<file path="src/rtl/mem_load_queue.sv">
// In-order MEM-stage load queue: tracks in-flight data-sram requests, matches
// in-order responses to the oldest waiting entry, and extracts load results.
module mem_load_queue #(
  parameter int unsigned DEPTH    = 2,
  parameter int unsigned DATA_WD  = 32,
  parameter int unsigned LD_OP_WD = 5
) (
  input  logic                clk,
  input  logic                reset,
  input  logic                in_valid,
  output logic                in_ready,
  input  logic                in_req,
  input  logic [LD_OP_WD-1:0] in_ld_op,
  input  logic [1:0]          in_offset,
  input  logic [DATA_WD-1:0]  in_result,
  input  logic                flush,
  input  logic                data_sram_data_ok,
  input  logic [DATA_WD-1:0]  data_sram_rdata,
  output logic                out_valid,
  input  logic                out_ready,
  output logic [DATA_WD-1:0]  out_data
);

  localparam int unsigned PTR_WD = $clog2(DEPTH);
  localparam int unsigned CNT_WD = $clog2(DEPTH + 1);
  localparam int unsigned SUM_WD = CNT_WD + 2;

  logic [DEPTH-1:0]    r_req;
  logic [DEPTH-1:0]    r_data_vld;
  logic [LD_OP_WD-1:0] r_ld_op  [DEPTH];
  logic [1:0]          r_offset [DEPTH];
  logic [DATA_WD-1:0]  r_result [DEPTH];
  logic [DATA_WD-1:0]  r_data   [DEPTH];
  logic [PTR_WD-1:0]   r_head;
  logic [PTR_WD-1:0]   r_tail;
  logic [CNT_WD-1:0]   r_count;
  logic [CNT_WD-1:0]   r_discard;

  logic [CNT_WD-1:0]   w_pending;
  logic                w_has_wait;
  logic [PTR_WD-1:0]   w_wait_idx;
  logic [PTR_WD-1:0]   w_idx;
  logic                w_head_wait;
  logic                w_resp;
  logic                w_bypass;
  logic                w_head_done;
  logic                w_push;
  logic                w_pop;
  logic                w_store;
  logic [DATA_WD-1:0]  w_src;
  logic [1:0]          w_off;
  logic [LD_OP_WD-1:0] w_op;
  logic [7:0]          w_byte;
  logic [15:0]         w_half;
  logic [DATA_WD-1:0]  w_load;
  logic [SUM_WD-1:0]   w_disc_sum;
  logic [SUM_WD-1:0]   w_disc_flush;

  // Scan live entries from head: count waiting ones and find the oldest.
  always_comb begin
    w_pending  = '0;
    w_has_wait = 1'b0;
    w_wait_idx = r_head;
    w_idx      = r_head;
    for (int k = 0; k < DEPTH; k++) begin
      w_idx = r_head + PTR_WD'(k);
      if ((CNT_WD'(k) < r_count) && r_req[w_idx] && !r_data_vld[w_idx]) begin
        w_pending = w_pending + 1'b1;
        if (!w_has_wait) begin
          w_has_wait = 1'b1;
          w_wait_idx = w_idx;
        end
      end
    end
  end

  assign w_head_wait = (r_count != '0) && r_req[r_head] && !r_data_vld[r_head];
  assign w_resp      = data_sram_data_ok && (r_discard == '0) && w_has_wait;
  assign w_bypass    = w_resp && w_head_wait;
  assign w_head_done = !r_req[r_head] || r_data_vld[r_head] || w_bypass;

  assign in_ready  = r_count < CNT_WD'(DEPTH);
  assign out_valid = (r_count != '0) && w_head_done && !flush;
  assign w_push    = in_valid && in_ready && !flush;
  assign w_pop     = out_valid && out_ready;
  // A bypassed response whose entry leaves this cycle is never stored.
  assign w_store   = w_resp && !(w_bypass && w_pop);

  assign w_src  = w_bypass ? data_sram_rdata : r_data[r_head];
  assign w_off  = r_offset[r_head];
  assign w_op   = r_ld_op[r_head];
  assign w_byte = w_src[{w_off, 3'b000} +: 8];
  assign w_half = w_off[1] ? w_src[31:16] : w_src[15:0];

  always_comb begin
    w_load = w_src;
    if (w_op[0])      w_load = {{(DATA_WD-8){w_byte[7]}}, w_byte};
    else if (w_op[3]) w_load = {{(DATA_WD-8){1'b0}}, w_byte};
    else if (w_op[1]) w_load = {{(DATA_WD-16){w_half[15]}}, w_half};
    else if (w_op[4]) w_load = {{(DATA_WD-16){1'b0}}, w_half};
  end

  assign out_data = (r_req[r_head] && |w_op) ? w_load : r_result[r_head];

  // Responses still owed after a flush: old debt, waiting entries, and the
  // request accepted alongside the flush, minus any response landing now.
  assign w_disc_sum   = SUM_WD'(r_discard) + SUM_WD'(w_pending)
                      + SUM_WD'(in_valid && in_req);
  assign w_disc_flush = (data_sram_data_ok && (w_disc_sum != '0))
                      ? w_disc_sum - 1'b1 : w_disc_sum;

  always_ff @(posedge clk) begin
    if (reset) begin
      r_head     <= '0;
      r_tail     <= '0;
      r_count    <= '0;
      r_discard  <= '0;
      r_data_vld <= '0;
    end else if (flush) begin
      r_count    <= '0;
      r_tail     <= r_head;
      r_data_vld <= '0;
      r_discard  <= CNT_WD'(w_disc_flush);
    end else begin
      if (w_push) begin
        r_req[r_tail]      <= in_req;
        r_ld_op[r_tail]    <= in_ld_op;
        r_offset[r_tail]   <= in_offset;
        r_result[r_tail]   <= in_result;
        r_data_vld[r_tail] <= 1'b0;
        r_tail             <= r_tail + 1'b1;
      end
      if (w_store) begin
        r_data[w_wait_idx]     <= data_sram_rdata;
        r_data_vld[w_wait_idx] <= 1'b1;
      end
      if (w_pop) r_head <= r_head + 1'b1;
      r_count <= r_count + CNT_WD'(w_push) - CNT_WD'(w_pop);
      if (data_sram_data_ok && (r_discard != '0)) r_discard <= r_discard - 1'b1;
    end
  end

  // A response with nothing owed and nothing waiting is a protocol error.
  always_ff @(posedge clk) begin
    if (!reset) assert (!(data_sram_data_ok && (r_discard == '0) && !w_has_wait));
  end

endmodule

</file>
<file path="config.mk">
export PLATFORM = sky130hd
export DESIGN_NAME = mem_load_queue
export DESIGN_NICKNAME = d
export VERILOG_FILES = /design/src/rtl/mem_load_queue.sv
export SDC_FILE = /design/constraint.sdc
export NUM_CORES = 1
export LEC_CHECK = 0
export ABC_AREA = 1
export BUFFER_PORTS_ARGS = -buffer_cell sky130_fd_sc_hd__buf_2
export CAP_MARGIN = 20
export CORE_MARGIN = 4
export CORE_UTILIZATION = 30
export DETAILED_ROUTE_END_ITERATION = 7
export SLEW_MARGIN = 10
export SYNTH_ARGS = -nofsm -noshare
export SYNTH_HDL_FRONTEND = slang
export SYNTH_SLANG_ARGS = --single-unit
</file>
<file path="constraint.sdc">
create_clock -name clk -period 4.3 [get_ports clk]
set_input_delay 0.43 -clock clk [delete_from_list [all_inputs] [get_ports clk]]
set_output_delay 0.43 -clock clk [all_outputs]
set_load 0.005 [all_outputs]
</file>
After elaboration in Yosys (flattened, before gate mapping). Memories as Yosys holds them, arrays and structs flattened. A register that Yosys moved wholly into a read port is not among the register bits. Cells that the tools add are included. Widths: inputs -> output; s select.

$lt $le $gt $ge: 9. Shifts and indexed selects: 1. Muxes and demuxes: 51. Reduce and logical (&&, ||, !) cells: 39. $add $sub $neg: 9. Bitwise operators: 5.

Operator list (count): $mux 32 (6); $mux 1 (33); $shiftx 32x6->8 (1); $logic_and 1x1->1 (22); $mux 16 (1); $mux 2 (8); $lt 1x2->1 const B (4); $reduce_bool 2->1 (4); $logic_not 1->1 (5); $reduce_or 5->1 (1); $add 3x1->4 (1); $lt 1x2->1 const A (2); $reduce_bool 4->1 (1); $sub 2x1->2 const B (2); $add 2x2->3 (1); $reduce_and 3->1 (1); $add 1x1->1 const B (2); $add 2x1->2 (1); $add 2x1->2 const B (1); $and 2x2->2 (1); $bwmux 2 (1); $demux 1 s1 (2); $ge 1x1->1 const B (2); $logic_not 2->1 (1); other kinds (8) (10).

Memories kept: 4. Bits in writable memories: 142. Register bits after elaboration: 10.

Memory list: r_data (depth 2, bits a word 32, rd ports 1, clocked after Yosys merged registers in 1, wr ports 1, line 33) `logic [DATA_WD-1:0] r_data [DEPTH];`; r_result (depth 2, bits a word 32, rd ports 1, clocked after Yosys merged registers in 1, wr ports 1, line 32) `logic [DATA_WD-1:0] r_result [DEPTH];`; r_ld_op (depth 2, bits a word 5, rd ports 1, clocked after Yosys merged registers in 1, wr ports 1, line 30) `logic [LD_OP_WD-1:0] r_ld_op [DEPTH];`; r_offset (depth 2, bits a word 2, rd ports 1, clocked after Yosys merged registers in 1, wr ports 1, line 31) `logic [1:0] r_offset [DEPTH];`.

Logic depth before layout (Yosys ltp). Gate-level depths: netlist of the first run.

Word-level depth: 19. Mapped depth: 19.

Worst setup path before layout of the first run. OpenSTA, ideal clock, no wires.

Path type: reg2reg. Start: register r_head. End: memory r_data[0][0] (enable). Library setup time: 421 ps. Path slack: 822 ps. Cell stages (with the launch flop): 10. Arrival time: 3057 ps. Cells stage by stage: dfxtp_1 -> inv_2 -> o31ai_1 -> inv_1 -> nor2_1 -> inv_1 -> ha_1 -> nor2_1 -> o211ai_1 -> nor2_1.

Cells in the longest elaborated chain, start to end: 19. Elaborated cells between the ends (all ways): 36.

Ends and longest elaborated chain: from (decl) (line 34) `logic [PTR_WD-1:0] r_head;`; from (signal assigned) (line 137) `if (w_pop) r_head <= r_head + 1'b1;`; $add 1x1->1 / $mux 1 (equally long branches); $mux 1, on equally long branches (line 67, 77, 80); $mux 1 (implied by the code) (tied with other cells) (line 67) `if ((CNT_WD'(k) < r_count) && r_req[w_idx] && !r_data_vld[w_idx]) begin`; $logic_and 1x1->1 / $logic_not 1->1 (equally long branches) (line 67); $logic_and 1x1->1 / $mux 1 (equally long branches) (line 67); $mux 1 (line 67); $logic_and 1x1->1 (line 78) `assign w_resp = data_sram_data_ok && (r_discard == '0) && w_has_wait;`; $logic_and 1x1->1 (line 79) `assign w_bypass = w_resp && w_head_wait;`; (+3 left out); $logic_and 1x1->1 (line 85) `assign w_pop = out_valid && out_ready;`; $logic_and 1x1->1 (line 87) `assign w_store = w_resp && !(w_bypass && w_pop);`; $logic_not 1->1 (line 87); $logic_and 1x1->1 (line 87); $mux 1 (line 133) `if (w_store) begin`; $mux 1 (line 119) `end else if (flush) begin`; $mux 1 (line 113) `if (reset) begin`; $mux 1 (implied by the code) (line 134) `r_data[w_wait_idx] <= data_sram_rdata;`; to (decl) (line 33).

Several ways; a longest one is shown, not always the timed one. The select of a mux whose other input is x is not followed.

Final worst setup path of the first run.
Start: register r_head. End: output out_data[14].

Cells in the longest elaborated chain, start to end: 15. Elaborated cells between the ends (all ways): 30.

Ends and longest elaborated chain: branches (longest 14 deep; another with $add 1x1->1); $mux 32 * (line 103) `assign out_data = (r_req[r_head] && |w_op) ? w_load : r_result[r_head];`; to (decl) (line 21) `output logic [DATA_WD-1:0] out_data`.

Every way passes the cells marked *. The select of a mux whose other input is x is not followed.

==> results of run 1 <==
[final cells by class]
class / count / area [um^2]
Inverter: 97 / 364
Tap cell: 330 / 413
Clock inverter: 13 / 145
Antenna cell: 1 / 2.50
Clock buffer: 17 / 425
Sequential cell: 153 / 4510
Fill cell: 2576 / 16200
Timing Repair Buffer: 122 / 638
Multi-Input combinational cell: 527 / 2810
[flip-flops by register name, summed over array words and instances (netlist names), named ones only]
register    count
r_data         64
r_result       64
r_ld_op        10
r_offset        4
r_count         2
r_data_vld      2
r_discard       2
r_req           2
r_head          1
r_tail          1
[path summary, 6_finish.rpt]
| path | to | startpoint | cells after the start | slack (ps) |
|---|---|---|---|---|
| worst min-delay path | r_result[1][4] | in_result[4] | 1 | 190 |
| worst max register to register | r_discard[0] | r_head | 12 | 1280 |
| worst max-delay path | out_data[14] | r_head | 17 | 480 |
| worst min register to register | r_data_vld[1] | r_data_vld[1] | 2 | 500 |
[kinds of logic after synthesis]
logic type / Yosys count / share of synthesized area, %
multiplexers: 51 / 7.27
AO/OA/AOI/OAI: 52 / 3.70
XOR/XNOR: 3 / 0.335
AND/OR/NAND/NOR: 413 / 22.8
adder cells (fa/ha/maj): 8 / 1.47
buffers and inverters: 134 / 7.09
flip-flops: 153 / 57.4
[stage by stage]
step                utilization [%]  cells  worst slack (ps)  power (W)  hold slack (ps)
finish                         36.5   1260               476    0.00337              185
global route                   36.5   1260               125    0.00349              171
CTS                            36.5   1259               325    0.00339              173
detailed placement             34.3   1229               779    0.00194              481
global placement               34.3   1229               868    0.00194              476
floorplan                         -    814               822    0.00183              453
[metal layers]
layer | global-route usage, % | vias to the layer above | routed length [um]
li1 | - | 2924 | -
met1 | 20.3 | 2807 | 9740
met2 | 21.9 | 166 | 9300
met3 | 3.49 | 26 | 1200
met4 | 5.25 | 4 | 447
met5 | 0 | - | 14
[cells in the mapped netlist (2+ instances only)]
library cell and n:
mux2i_1 3, inv_1 90, nand3_1 108, buf_1 2, buf_2 19, o21ai_2 4, or2_2 2, o21ai_1 5
buf_6 3, clkbuf_1 11, mux2_2 48, nor2_1 17, nand3_2 3, dfxtp_1 9, inv_2 5, nand3_4 2
clkinv_1 2, ha_1 6, buf_4 2, fa_1 2, a21oi_1 14, edfxtp_1 144, nand4_1 4, nor2_4 2
nand2_2 4, nand2_1 270, xor2_1 2, o21ai_0 24
[placed cells by master, fill, tap and decap left out, drive strengths merged, types with 2 or more instances in the layout]
master and count:
nand4 4, clkinv 8, inv 99, a21oi 14, fa 2, xor2 2
bufinv 2, mux2i 3, nand3 113, clkbuf 17, buf 122, or2 2
nand2 274, o21ai 33, nor2 19, mux2 48, ha 6, dfxtp 9
edfxtp 144
[power by group through the flow]
stage	registers, W	logic (W)	clock network, W
floorplan	0.00169	0.000142	0
global placement	0.00169	0.000253	0
detailed placement	0.00169	0.000254	0
CTS	0.00166	0.000257	0.00148
global route	0.00166	0.000290	0.00154
finish	0.00166	0.000256	0.00145
[timing repair]
action,4_1_cts,5_1_grt
setup buffers,0,0
gates resized for setup,0,1
setup endpoints to repair,0,3
[critical path, cell delays in order (launching register included)]
cell and delay, ps:
dfxtp_1 420, inv_2 100, o31ai_1 220, inv_1 60, nor2_1 170, inv_1 70
ha_1 190, nor2_2 280, nand3_4 110, buf_4 270, nand2_2 130, nand3_1 70
nand3_1 170, nand3_4 270, nand2_1 140, nand2_1 50, nand2_1 130, buf_2 130
==> metrics.cfg, run 1 <==
[grt]
antenna_found_initial = 3
overflow = 0
grt_pass1_wl_um = 32000
grt_max_degree = 49
track_usage_pct = 14.5
first_global_vias = 5765

[yosys]
synth_area_leaders = edfxtp_1 (55%), nand2_1 (13%), nand3_1 (6.9%)
synth-edff-count = 144
synthArstFlopShare_pct = 0
syn_inst = 814
synth-seq-cells = 153
syn_area_mm2 = 0.00785
yosysWarnings = 0
ys_seq_area_share_pct = 57.4
synth_top_area_share_pct = 55.1
ys_types = 35
syn_nets = 900
synth.avg_cell_area_um2 = 9.65
synth_top_cell_by_area = edfxtp_1
synthFlopType = edfxtp_1

[floorplanning]
die_h_um = 170
boundaryPins = 112
die_area_mm2 = 0.0288
rows = 58
core_mm2 = 0.0255
start_util_pct = 30.8
die-width_um = 170

[placement]
post-dp-hpwl_um = 15100
place_area_mm2 = 0.00873
io_buffers = 111
place_congestion = 0.845

[routing]
ant_nets = 0
wirelength_um = 20700
drtPass1Iterations = 5
num_vias = 5927
vias_per_cell = 4.70
post_drt_wl_per_cell_um = 16.4
drtIter0Drc = 475
drcViolationCount = 0

[clock_network]
clk_latency_ps = 430
clk_pin_slew_ps = 60
htreeDepth = 4
cts.sinks = 153
clockBufferDepth = 2
hold_buffers = 0
cts_root_buffer = clkbuf_16
cts_buffers = 17
cts_tree = built

[timing]
max_slew_margin_pct = 41.1
setup_violations = 0
period_share_pct = 88.9
post-route-min-period_ps = 3820
max_freq_mhz = 262
rsz0062_at_grt = false
tns_ps = 0
final-max-slew-violation-count = 0
worst_pin_slew_ps = 882
final-hold-violation-count = 0
finClkSkew_ps = 13.6

[critical_path]
crit_fanout = 36
crit_path_start_kind = flop
cp.arrival_ps = 3390
cp-end-kind = output port
path_class = reg2out
required_ps = 3870

[power_and_ir_drop]
clkPwrFrac_pct = 43.2
pwr_density_cell_mw_per_mm2 = 362
p_sw_share_pct = 22.8
p_int_w = 0.00260
p_leak_nw = 3.96
ir_drop_v = 0.000269
power_frac_seq_pct = 49.2
p_switching_w = 0.000767
combPwrFrac_pct = 7.6

[final_layout]
syn_to_final_growth_pct = 18.6
fin_nets = 1004
drive_gt1_share_pct = 24.4
final_area_mm2 = 0.00931

[min_path]
hold_class = in2reg

[flow_run]
drv_cap = 0

[status]
outcome = complete, no violations

Power figures use the tool's default switching activity.
==> run 2: changes to the inputs <==
Settings changed: REMOVE_ABC_BUFFERS set to 1.
Clock period 4.3 ns to 4.65 ns, I/O delays scaled along.
==> metrics.cfg, run 2 (synthesized netlist as in run 1, its figures left out) <==
[floorplanning]
boundaryPins = 112  ; unchanged
start_util_pct = 30.8  ; unchanged
die_h_um = 170  ; unchanged
rows = 58  ; unchanged
core_mm2 = 0.0255  ; unchanged
die_area_mm2 = 0.0288  ; unchanged
die-width_um = 170  ; unchanged

[critical_path]
crit_fanout = 24  ; -33%
path_class = reg2out
crit_top_cell = nand2_1
crit_chain = inv_2 -> o31ai_1 -> inv_1 -> nor2_1 -> inv_1 -> ha_1 -> nor2_2 -> nand3_4 -> buf_4 -> nand2_2 -> nand3_1 -> nand3_1 -> nand3_4 -> nand2_1 -> nand2_1 -> nand2_1 -> buf_2
cp.arrival_ps = 3650  ; +260 ps
r2r_end = r_discard[1]
crit_path_start_kind = flop
cp-end-kind = output port
crit_end = out_data[15]
required_ps = 4180  ; +310 ps
cpPeakStageDelay_ps = 420  ; about the same
slowest_stage = dfxtp_1
reg2reg_slack_ps = 1560  ; +280 ps
ff2ff_path_depth = 13  ; +1
r2r-start = r_head
crit_start = r_head

[power_and_ir_drop]
combPwrFrac_pct = 7.4  ; -0.2 points
power_frac_seq_pct = 48.1  ; -1.1 points
ir_drop_v = 0.000242  ; -10%
p_switching_w = 0.000756  ; -1.4%
pwr_density_cell_mw_per_mm2 = 340  ; -6.1%
clkPwrFrac_pct = 44.5  ; +1.3 points
p_int_w = 0.00243  ; -6.5%
p_leak_nw = 4.00  ; +0.97%
p_sw_share_pct = 23.7  ; +0.96 points

[timing]
tns_ps = 0  ; unchanged
final-hold-violation-count = 0  ; unchanged
setup_violations = 0  ; unchanged
max_slew_margin_pct = 38.8  ; -2.2 points
rsz0062_at_grt = false
period_share_pct = 88.5
finClkSkew_ps = 8.22  ; -5.40 ps
hold_slack_ps = 226  ; +41.1 ps
post-route-min-period_ps = 4120
max_freq_mhz = 243
final-max-slew-violation-count = 0  ; unchanged
worst_pin_slew_ps = 918  ; +35.7 ps

[grt]
overflow = 0  ; unchanged
track_usage_pct = 14.4  ; -0.049 points
grt_max_degree = 43  ; -12%
antenna_found_initial = 4  ; +1
first_global_vias = 5738  ; -0.47%
grt_pass1_wl_um = 32100  ; +0.35%

[routing]
num_vias = 5847  ; -1.3%
post_drt_wl_per_cell_um = 16.4  ; about the same
wirelength_um = 20800  ; +0.30%
drtIter0Drc = 372  ; -22%
drcViolationCount = 0  ; unchanged
drtPass1Iterations = 5  ; unchanged
vias_per_cell = 4.62  ; -1.7%
ant_nets = 0  ; unchanged

[placement]
place_congestion = 0.810  ; -4.1%
io_buffers = 111  ; unchanged
place_area_mm2 = 0.00874  ; about the same
post-dp-hpwl_um = 14200  ; -5.5%

[clock_network]
cts_buffers = 17  ; unchanged
cts.sinks = 153  ; unchanged
htreeDepth = 4  ; unchanged
post_cts_buffers = 0  ; unchanged
clockBufferDepth = 2  ; unchanged
cts_root_buffer = clkbuf_16
cts_tree = built
clk_latency_ps = 430  ; about the same
clk_pin_slew_ps = 70  ; about the same

[min_path]
min_from = in_result[31]
hold_class = in2reg

[status]
outcome = complete, no violations

[final_layout]
fin_nets = 1006  ; +0.20%
drive_gt1_share_pct = 25.0  ; +0.54 points
reg.largest.list = r_data: 64 flops, r_result: 64 flops, r_ld_op: 10 flops
final_cell_mix = nand2_1 (270), edfxtp_1 (144), buf_2 (111)
final_area_mm2 = 0.00938  ; +0.77%
syn_to_final_growth_pct = 19.5
final_common_cell = nand2_1

[flow_run]
drv_cap = 0  ; unchanged

==> run 2: critical path: cells and delay by family, from the launching register on <==
kind / cells / cell delay, ps
adders and majority gates: 1 / 180
AOI/OAI and AO/OA: 1 / 230
DFF: 1 / 420
and+or+nand+nor: 10 / 1720
buffers and inverters: 5 / 650
==> run 2: cell type report <==
type / instances / area (um^2)
antenna: 2 / 5.00
clock buffer: 17 / 425
clock inverter: 15 / 179
fill: 2536 / 16100
inverter: 97 / 364
multi-input combinational: 527 / 2810
sequential: 153 / 4510
tap: 330 / 413
timing repair buffer: 124 / 673
==> run 2: how the worst min path moves through the flow <==
stage / end / slack [ps] / cells past startpoint
global route: r_result[1][31] / 200 / 1
CTS: r_result[1][5] / 200 / 1
global placement: r_data_vld[1] / 480 / 2
detailed placement: r_data_vld[1] / 500 / 2
floorplan: r_data_vld[1] / 450 / 2
finish: r_result[1][31] / 230 / 1
==> run 2: stage by stage <==
stage	setup WS, ps	std cells	power (W)	utilization (%)
6_report	532	1265	0.00319	36.8
5_1_grt	147	1265	0.00331	36.8
4_1_cts	317	1262	0.00322	36.7
3_5_place_dp	792	1230	0.00180	34.3
3_3_place_gp	879	1230	0.00179	34.3
2_1_floorplan	-546	777	0.00168	-
==> run 2: power groups by stage <==
stage          registers [W]  logic (W)  clock network (W)
3_5_place_dp         0.00156   0.000238                  0
5_1_grt              0.00153   0.000268            0.00151
6_report             0.00153   0.000237            0.00142
3_3_place_gp         0.00156   0.000234                  0
2_1_floorplan        0.00156   0.000122                  0
4_1_cts              0.00153   0.000239            0.00145
==> run 2: timing repair <==
action                                  CTS  global route
hold buffers                              0             0
endpoints found under the setup margin    0             7
resized for setup                         0             1
==> run 2: per-layer routing <==
layer | up-vias | track usage (%) | share of wire [%]
li1 | 2936 | - | -
met1 | 2707 | 19.3 | 46
met2 | 171 | 23.4 | 47
met3 | 29 | 3.14 | 5.2
met4 | 4 | 4.73 | 2.1
met5 | - | 0 | 0.067
==> run 3: changes to the inputs <==
Settings changed: PLACE_DENSITY set to 0.45.
==> metrics.cfg, run 3 (synthesized netlist as in run 1, its figures left out) <==
[grt]
track_usage_pct = 15.1  ; +0.67 points
antenna_found_initial = 2  ; -2
first_global_vias = 5910  ; +3.0%
overflow = 0  ; unchanged
grt_max_degree = 53  ; +23%
grt_pass1_wl_um = 33500  ; +4.4%

[clock_network]
htreeDepth = 4  ; unchanged
clk_pin_slew_ps = 70  ; about the same
cts.sinks = 153  ; unchanged
clockBufferDepth = 2  ; unchanged
hold_buffers = 0  ; unchanged
cts_buffers = 17  ; unchanged
clk_latency_ps = 440  ; about the same
cts_resized = 0  ; unchanged
post_cts_buffers = 0  ; unchanged
cts_tree = built
cts_root_buffer = clkbuf_16

[final_layout]
utilization_pct = 36.8  ; about the same
final_common_cell = nand2_1
fin_nets = 1005  ; -0.099%
final_cell_mix = nand2_1 (270), edfxtp_1 (144), buf_2 (111)
stdcell_count = 1262  ; -0.24%
final_area_mm2 = 0.00937  ; about the same
antenna_cells = 0  ; -2
syn_to_final_growth_pct = 19.4  ; about the same
fill_cells = 2582  ; +1.8%
reg.largest.list = r_data: 64 flops, r_result: 64 flops, r_ld_op: 10 flops
drive_gt1_share_pct = 24.8  ; -0.19 points

[power_and_ir_drop]
power_frac_seq_pct = 48.6  ; +0.5 points
clkPwrFrac_pct = 44.0  ; -0.5 points
total_power_w = 0.00316  ; -0.96%
p_switching_w = 0.000735  ; -2.8%
p_int_w = 0.00242  ; -0.39%
combPwrFrac_pct = 7.4  ; about the same
pwr_density_cell_mw_per_mm2 = 337  ; -0.89%
p_leak_nw = 3.98  ; -0.36%
p_sw_share_pct = 23.3  ; -0.44 points
ir_drop_v = 0.000204  ; -16%

[routing]
post_drt_wl_per_cell_um = 16.9  ; +2.9%
vias_per_cell = 4.61  ; -0.24%
drtPass1Iterations = 7  ; +2
drtIter0Drc = 324  ; -13%
ant_nets = 0  ; unchanged
drcViolationCount = 0  ; unchanged
wirelength_um = 21300  ; +2.7%
num_vias = 5819  ; -0.48%

[timing]
period_share_pct = 89.0  ; +0.41 points
rsz0062_at_grt = false
post-route-min-period_ps = 4140  ; +19.1 ps
setup_violations = 0  ; unchanged
max_freq_mhz = 242  ; -0.46%
worst_pin_slew_ps = 873  ; -44.5 ps
final-max-slew-violation-count = 0  ; unchanged
max_slew_margin_pct = 41.8  ; +3.0 points
final-hold-violation-count = 0  ; unchanged
finClkSkew_ps = 22.6  ; +14.4 ps
tns_ps = 0  ; unchanged

[critical_path]
ff2ff_path_depth = 13  ; unchanged
crit_path_start_kind = flop
cp.arrival_ps = 3670  ; +20 ps
path_class = reg2out
cp-end-kind = output port
crit_start = r_head
r2r_end = r_data[0][12]
crit_fanout = 36  ; +50%
required_ps = 4180  ; about the same
crit_end = out_data[28]
reg2reg_slack_ps = 1230  ; -330 ps
r2r-start = r_head

[placement]
io_buffers = 111  ; unchanged
dp_cells = 1229  ; -0.081%
place_area_mm2 = 0.00876  ; +0.17%
place_congestion = 0.796  ; -1.7%
post-dp-hpwl_um = 14500  ; +1.9%

[floorplanning]
die_area_mm2 = 0.0288  ; unchanged
boundaryPins = 112  ; unchanged
start_util_pct = 30.8  ; unchanged
core_mm2 = 0.0255  ; unchanged
die-width_um = 170  ; unchanged
die_h_um = 170  ; unchanged
rows = 58  ; unchanged

[min_path]
hold_class = in2reg

[status]
outcome = complete, no violations

[flow_run]
drv_cap = 0  ; unchanged

==> run 3: cell count changes in the layout (fill, tap and decap cells not counted), moves of 2 or more <==
cell	change
clkinv_4	+6
inv_6	-6
inv_8	-4
nor2_2	-3
buf_4	-2
clkinv_2	+2
diode_2	-2
nor2_4	+2
==> run 3: cell type report <==
cell class / instances / area (um^2) / share of cell area [%]
Tap cell: 330 / 413 / 4.40
Timing Repair Buffer: 123 / 678 / 7.23
Multi-Input combinational cell: 527 / 2820 / 30.1
Clock buffer: 18 / 439 / 4.68
Sequential cell: 153 / 4510 / 48.1
Inverter: 97 / 364 / 3.88
Clock inverter: 14 / 151 / 1.62
==> run 3: power by group through the flow <==
stage | Clock (W) | Combinational, W | Sequential, W
after floorplan | 0 | 0.000122 | 0.00156
after global placement | 0 | 0.000237 | 0.00156
after detailed placement | 0 | 0.000236 | 0.00156
after CTS | 0.00142 | 0.000238 | 0.00153
after global routing | 0.00148 | 0.000266 | 0.00153
final | 0.00139 | 0.000233 | 0.00153
==> run 3: stage by stage <==
| step | hold WS, ps | worst slack, ps |
|---|---|---|
| after floorplan | 453 | -546 |
| after global routing | 187 | 193 |
| after CTS | 198 | 514 |
| after global placement | 477 | 1060 |
| final | 208 | 513 |
| after detailed placement | 492 | 972 |
==> run 3: critical path: stages, from the launching register on <==
cell	delay, ps
dfxtp_1	430
inv_2	100
o31ai_1	230
inv_1	60
nor2_1	160
inv_1	70
ha_1	180
nor2_1	430
nand3_4	120
buf_4	280
nand2_2	130
nand3_2	120
nand3_2	120
nand3_4	300
nand2_1	160
nand2_1	100
nand2_1	110
buf_2	110
==> run 3: per-layer routing <==
metal,vias to the layer above,track usage (%),routed length [um]
li1,2928,-,-
met3,18,3.77,972
met2,131,23.1,9560
met5,-,0,27
met1,2738,21.4,10500
met4,4,4.24,240
==> run 3: worst min-delay path by stage <==
| stage | startpoint | to | slack [ps] | depth (start not counted) |
|---|---|---|---|---|
| 2_1_floorplan | r_data_vld[1] | r_data_vld[1] | 450 | 2 |
| 3_3_place_gp | r_data_vld[1] | r_data_vld[1] | 480 | 2 |
| 3_5_place_dp | r_data_vld[1] | r_data_vld[1] | 490 | 2 |
| 4_1_cts | in_result[15] | r_result[0][15] | 200 | 1 |
| 5_1_grt | in_result[31] | r_result[0][31] | 190 | 1 |
| 6_report | in_result[31] | r_result[1][31] | 210 | 1 |
